==> config.mk <==
export PLATFORM = sky130hd
export DESIGN_NAME = vga_motion_ctrl
export DESIGN_NICKNAME = d
export VERILOG_FILES = /design/src/rtl/vga_motion_ctrl.sv
export SDC_FILE = /design/constraint.sdc
export NUM_CORES = 1
export LEC_CHECK = 0
export ABC_AREA = 0
export BUFFER_PORTS_ARGS = -buffer_cell sky130_fd_sc_hd__buf_4
export CAP_MARGIN = 25
export CORE_UTILIZATION = 38
export CTS_BUF_LIST = sky130_fd_sc_hd__clkbuf_4 sky130_fd_sc_hd__clkbuf_8
export DETAILED_ROUTE_END_ITERATION = 10
export GPL_TIMING_DRIVEN = 0
export SLEW_MARGIN = 40
export SYNTH_ARGS = -nofsm -noshare
export SYNTH_HDL_FRONTEND = slang
export SYNTH_SLANG_ARGS = --single-unit
==> constraint.sdc <==
create_clock -name clk -period 8.8 [get_ports clk]
set_clock_uncertainty 0.2 [all_clocks]
set_input_delay 2.2 -clock clk [delete_from_list [all_inputs] [get_ports clk]]
set_output_delay 2.2 -clock clk [all_outputs]
set_load 0.1 [all_outputs]
==> src/rtl/vga_motion_ctrl.sv <==
// rtl/vga_motion_ctrl.sv - frame-synchronous bouncing-object motion controller
module vga_motion_ctrl #(
    parameter int H_ACTIVE   = 640,
    parameter int V_ACTIVE   = 480,
    parameter int OBJ_W      = 32,
    parameter int OBJ_H      = 32,
    parameter int X_INIT     = 304,
    parameter int Y_INIT     = 224,
    parameter int FRAME_LINE = V_ACTIVE
) (
    input  logic        clk,
    input  logic        rst,
    input  logic [11:0] h_counter,
    input  logic [11:0] v_counter,
    input  logic        run,
    input  logic        step,
    input  logic        recentre,
    input  logic [3:0]  speed_x,
    input  logic [3:0]  speed_y,
    output logic [11:0] obj_x,
    output logic [11:0] obj_y,
    output logic        dir_x,
    output logic        dir_y,
    output logic [15:0] frame_count,
    output logic        busy,
    output logic        update_done
);

    localparam logic [11:0] X_MAX   = 12'(H_ACTIVE - OBJ_W);
    localparam logic [11:0] Y_MAX   = 12'(V_ACTIVE - OBJ_H);
    localparam logic [11:0] X_START = 12'(X_INIT);
    localparam logic [11:0] Y_START = 12'(Y_INIT);
    localparam logic [11:0] EVT_LN  = 12'(FRAME_LINE);

    typedef enum logic [1:0] {IDLE, CALC_X, CALC_Y, COMMIT} state_t;

    state_t      state_q, state_d;
    logic [11:0] obj_x_q, obj_x_d, obj_y_q, obj_y_d;
    logic        dir_x_q, dir_x_d, dir_y_q, dir_y_d;
    logic [15:0] frame_count_q, frame_count_d;
    logic        busy_q, busy_d, update_done_q, update_done_d;
    logic        step_pend_q, step_pend_d, rc_pend_q, rc_pend_d;
    logic        mv_q, mv_d, ld_q, ld_d;
    logic [3:0]  spd_x_q, spd_x_d, spd_y_q, spd_y_d;
    logic [11:0] nx_q, nx_d, ny_q, ny_d;
    logic        ndx_q, ndx_d, ndy_q, ndy_d;
    logic        frame_evt;

    // Returns {new_dir, new_pos}; 13-bit sums keep the edge tests free of wrap.
    function automatic logic [12:0] axis_next(input logic [11:0] pos, input logic dir,
                                              input logic [3:0] spd, input logic [11:0] lim);
        logic [12:0] p13, s13, l13, sum;
        p13 = {1'b0, pos};
        s13 = {9'd0, spd};
        l13 = {1'b0, lim};
        sum = p13 + s13;
        axis_next = {dir, pos};
        if (spd != 4'd0) begin
            if (!dir) begin
                if (sum >= l13) axis_next = {1'b1, lim};
                else            axis_next = {1'b0, sum[11:0]};
            end else begin
                if (p13 <= s13) axis_next = {1'b0, 12'd0};
                else            axis_next = {1'b1, 12'(p13 - s13)};
            end
        end
    endfunction

    assign frame_evt = (h_counter == 12'd0) && (v_counter == EVT_LN);

    always_comb begin
        state_d       = state_q;
        obj_x_d       = obj_x_q;
        obj_y_d       = obj_y_q;
        dir_x_d       = dir_x_q;
        dir_y_d       = dir_y_q;
        frame_count_d = frame_count_q;
        mv_d          = mv_q;
        ld_d          = ld_q;
        spd_x_d       = spd_x_q;
        spd_y_d       = spd_y_q;
        nx_d          = nx_q;
        ny_d          = ny_q;
        ndx_d         = ndx_q;
        ndy_d         = ndy_q;
        update_done_d = 1'b0;
        // A pulse landing on the COMMIT cycle survives the clear and rolls into the next frame.
        step_pend_d   = step     | (step_pend_q & (state_q != COMMIT));
        rc_pend_d     = recentre | (rc_pend_q   & (state_q != COMMIT));

        case (state_q)
            IDLE: begin
                if (frame_evt) begin
                    state_d = CALC_X;
                    mv_d    = run | step_pend_q | step;
                    ld_d    = rc_pend_q | recentre;
                    spd_x_d = speed_x;
                    spd_y_d = speed_y;
                end
            end
            CALC_X: begin
                {ndx_d, nx_d} = axis_next(obj_x_q, dir_x_q, spd_x_q, X_MAX);
                state_d       = CALC_Y;
            end
            CALC_Y: begin
                {ndy_d, ny_d} = axis_next(obj_y_q, dir_y_q, spd_y_q, Y_MAX);
                state_d       = COMMIT;
            end
            COMMIT: begin
                if (ld_q) begin
                    obj_x_d = X_START;
                    obj_y_d = Y_START;
                    dir_x_d = 1'b0;
                    dir_y_d = 1'b0;
                end else if (mv_q) begin
                    obj_x_d = nx_q;
                    obj_y_d = ny_q;
                    dir_x_d = ndx_q;
                    dir_y_d = ndy_q;
                end
                frame_count_d = frame_count_q + 16'd1;
                update_done_d = 1'b1;
                state_d       = IDLE;
            end
            default: state_d = IDLE;
        endcase

        busy_d = (state_d != IDLE);
    end

    always_ff @(posedge clk or posedge rst) begin
        if (rst) begin
            state_q       <= IDLE;
            obj_x_q       <= X_START;
            obj_y_q       <= Y_START;
            dir_x_q       <= 1'b0;
            dir_y_q       <= 1'b0;
            frame_count_q <= 16'd0;
            busy_q        <= 1'b0;
            update_done_q <= 1'b0;
            step_pend_q   <= 1'b0;
            rc_pend_q     <= 1'b0;
            mv_q          <= 1'b0;
            ld_q          <= 1'b0;
            spd_x_q       <= 4'd0;
            spd_y_q       <= 4'd0;
            nx_q          <= 12'd0;
            ny_q          <= 12'd0;
            ndx_q         <= 1'b0;
            ndy_q         <= 1'b0;
        end else begin
            state_q       <= state_d;
            obj_x_q       <= obj_x_d;
            obj_y_q       <= obj_y_d;
            dir_x_q       <= dir_x_d;
            dir_y_q       <= dir_y_d;
            frame_count_q <= frame_count_d;
            busy_q        <= busy_d;
            update_done_q <= update_done_d;
            step_pend_q   <= step_pend_d;
            rc_pend_q     <= rc_pend_d;
            mv_q          <= mv_d;
            ld_q          <= ld_d;
            spd_x_q       <= spd_x_d;
            spd_y_q       <= spd_y_d;
            nx_q          <= nx_d;
            ny_q          <= ny_d;
            ndx_q         <= ndx_d;
            ndy_q         <= ndy_d;
        end
    end

    assign obj_x       = obj_x_q;
    assign obj_y       = obj_y_q;
    assign dir_x       = dir_x_q;
    assign dir_y       = dir_y_q;
    assign frame_count = frame_count_q;
    assign busy        = busy_q;
    assign update_done = update_done_q;

endmodule

==> impl_metrics.env <==
export IMPL_cp_top_family="buffers and inverters"
export IMPL_fill_cells=1351
export IMPL_die_h_um=121.0
export IMPL_dieWidth_um=121.0
export IMPL_cts_htree_levels=3
export IMPL_crit_path_start="v_counter[1]"
export IMPL_ys_ff_latch=84
export IMPL_power_density_nw_per_um2=235.1
export IMPL_ios=81
export IMPL_core_area_um2=13830
export IMPL_clk_latency_ps=360
export IMPL_area_delta_synth_final_pct=19.84
export IMPL_pwr_share_seq=0.364
export IMPL_ys_seq_area_frac=0.3917
export IMPL_setup_tns_ps=0
export IMPL_grt_pass1_vias=4630
export IMPL_power_static_leakage_nw=2.825
export IMPL_final_common_cell="nand2_1"
export IMPL_start_kind="input port"
export IMPL_antenna_cells=0
export IMPL_dpl_instance_area_um2=6269
export IMPL_drc=0
export IMPL_p_switching_w=0.0007230
export IMPL_p_total_w=0.001518
export IMPL_r2r_start="obj_x[3]"
export IMPL_fp_row_count=43
export IMPL_io_buffers=80
export IMPL_clkSlewWorstSetupHoldPaths_ps=90
export IMPL_root_buffer="clkbuf_8"
export IMPL_avgRoutedWirePerCell_um=16.19
export IMPL_first_pass_iters=5
export IMPL_synth_warnings=0
export IMPL_grt_pass1_wl_um=23620
export IMPL_fin_crit_sh=0.4668
export IMPL_crit_slowest_cell="clkbuf_1"
export IMPL_place_gp_congestion=0.9191
export IMPL_cts_tree="done"
export IMPL_yosys_cell_types_count=76
export IMPL_syn_nets=687
export IMPL_fin_area_um2=6454
export IMPL_path_common_cell="clkbuf_1"
export IMPL_seq_area_um2=2110
export IMPL_dp_hpwl_um=11080
export IMPL_peakVddDrop_mv=0.1271
export IMPL_antenna_found_initial=0
export IMPL_layout_common_cells="nand2_1 (87), buf_4 (82), dfrtp_1 (78)"
export IMPL_outcome="complete, no violations"
export IMPL_hold_viol=0
export IMPL_cts_path_max_buffers=2
export IMPL_rsz0062_at_grt="no"
export IMPL_fmax_mhz=243.4
export IMPL_maxCapViolCount=0
export IMPL_hp_class="flop to flop"
export IMPL_swShare=0.4764
export IMPL_drt_antenna_violating_nets=0
export IMPL_drive_above_1_share=0.1909
export IMPL_gr_usage_all_layers=0.2048
export IMPL_internal_power_w=0.0007945
export IMPL_synth_edff_count=0
export IMPL_synthCells=625
export IMPL_setup_viol=0
export IMPL_wirelength_um=14620
export IMPL_cts_buffers=9
export IMPL_crit_type="input port to flop"
export IMPL_crit_buf_inv=3
export IMPL_fin_nets=780
export IMPL_drt_iter0_markers=382
export IMPL_cp_required_ps=8820
export IMPL_power_frac_comb=0.463
export IMPL_clock_power_share=0.173
export IMPL_clock_sinks=84
export IMPL_grt_ovfl_total=0
export IMPL_relSlewSlack=0.4702
export IMPL_min_delay_start="rc_pend_q"
export IMPL_report_final_slew_viol_count=0
export IMPL_post_cts_resize_count=0
export IMPL_vias=4969
export IMPL_post_cts_buffers=0
export IMPL_viasPerCell=5.503
export IMPL_path_max_fanout=10
export IMPL_ctsHoldBuffers=0
export IMPL_arrival_ps=4130
export IMPL_worst_path_largest_cell_delay_ps=450
export IMPL_fin_crit_ps=4108
export IMPL_synth_main_ff_cell="dfrtp_1"
export IMPL_multiInputGateArea_um2=2980
export IMPL_grt_start_max_net_pins=54
export IMPL_tightest_slew_ps=788.2
export IMPL_end_kind="flop"
export IMPL_synthArstFlopShare=1.000
export IMPL_synth_avg_cell_area_um2=8.616
export IMPL_start_util=0.3895
export IMPL_path_cells="buf_4, nor4bb_1, nand2_1, nor3_1, and2_1, clkbuf_1, clkbuf_1, o21ai_0"
export IMPL_synth_area_um2=5385
export IMPL_die_area_um2=14650
==> metrics by stage <==
stage | hold slack, ps | worst slack [ps] | cells | util
finish | 283.1 | 4692 | 903 | 0.4667
detailed placement | 265.1 | 4234 | 887 | 0.4534
floorplan | 247.7 | 4245 | 625 | -
CTS | 286.4 | 4639 | 903 | 0.4667
global placement | 258.0 | 3186 | 885 | 0.4492
global route | 317.1 | 4397 | 903 | 0.4667
==> power by group through the flow <==
stage,Clock (W),Sequential (W),Combinational [W]
floorplan,0,0.000759,0.000319
global placement,0,0.000555,0.000690
detailed placement,0,0.000559,0.000702
CTS,0.000271,0.000553,0.000704
global route,0.000287,0.000563,0.000755
finish,0.000262,0.000553,0.000703
==> kinds of logic (layout without fill, tap and decap cells) <==
group / Yosys count / after routing / synth area share
XOR/XNOR: 20 / 20 / 0.03253
multiplexers: 13 / 13 / 0.02556
AND/OR/NAND/NOR: 241 / 241 / 0.2163
buffers and inverters: 68 / 166 / 0.05855
AO/OA/AOI/OAI: 174 / 174 / 0.2117
flip-flops: 84 / 84 / 0.3917
adder cells (fa/ha/maj): 25 / 25 / 0.06366
==> worst paths after layout <==
path | end | slack (ps) | depth (start not counted)
worst max register to register | nx_q[2] | 5250 | 9
worst max-delay path | spd_x_q[2] | 4690 | 8
max in group asynchronous | obj_x[5] | 6170 | 3
worst min register to register | rc_pend_q | 280 | 1
min in group asynchronous | spd_y_q[3] | 1600 | 2
worst min-delay path | rc_pend_q | 280 | 1
==> sequential cells by signal (all words and copies together) (netlist names), 2 cells and up <==
signal,flops
obj_y,12
spd_x_q,4
state_q,2
ny_q,12
frame_count,16
spd_y_q,4
nx_q,12
obj_x,12
==> area by class of cell <==
cell class              instances  share of cell area
multi-input cells             473              0.4618
flip-flops and latches         84              0.3269
repair buffers                 82             0.09810
well taps                     180             0.03490
plain buffers                  40             0.03257
clock buffers                  10             0.02133
inverters                      28             0.01706
clock inverters                 6            0.007367
==> layer usage <==
layer | vias to the layer above | share of wire | GRT usage
met2 | 145 | 0.47 | 0.3304
met1 | 2401 | 0.47 | 0.2816
met4 | 0 | 0.017 | 0.06944
met3 | 19 | 0.040 | 0.02773
li1 | 2404 | - | -
met5 | - | 0 | 0
==> cells in the mapped netlist, types with 14 or more instances <==
cell,count,area share
clkbuf_1,29,0.020
nand3_1,15,0.014
nand2_1,87,0.061
a21oi_1,31,0.029
nor3_1,18,0.017
inv_1,25,0.017
a31oi_1,14,0.016
ha_1,21,0.049
dfrtp_1,78,0.36
o21ai_0,52,0.048
nor2_1,57,0.040
xnor2_1,14,0.023
No activity file was read; power rests on OpenSTA's default activity.
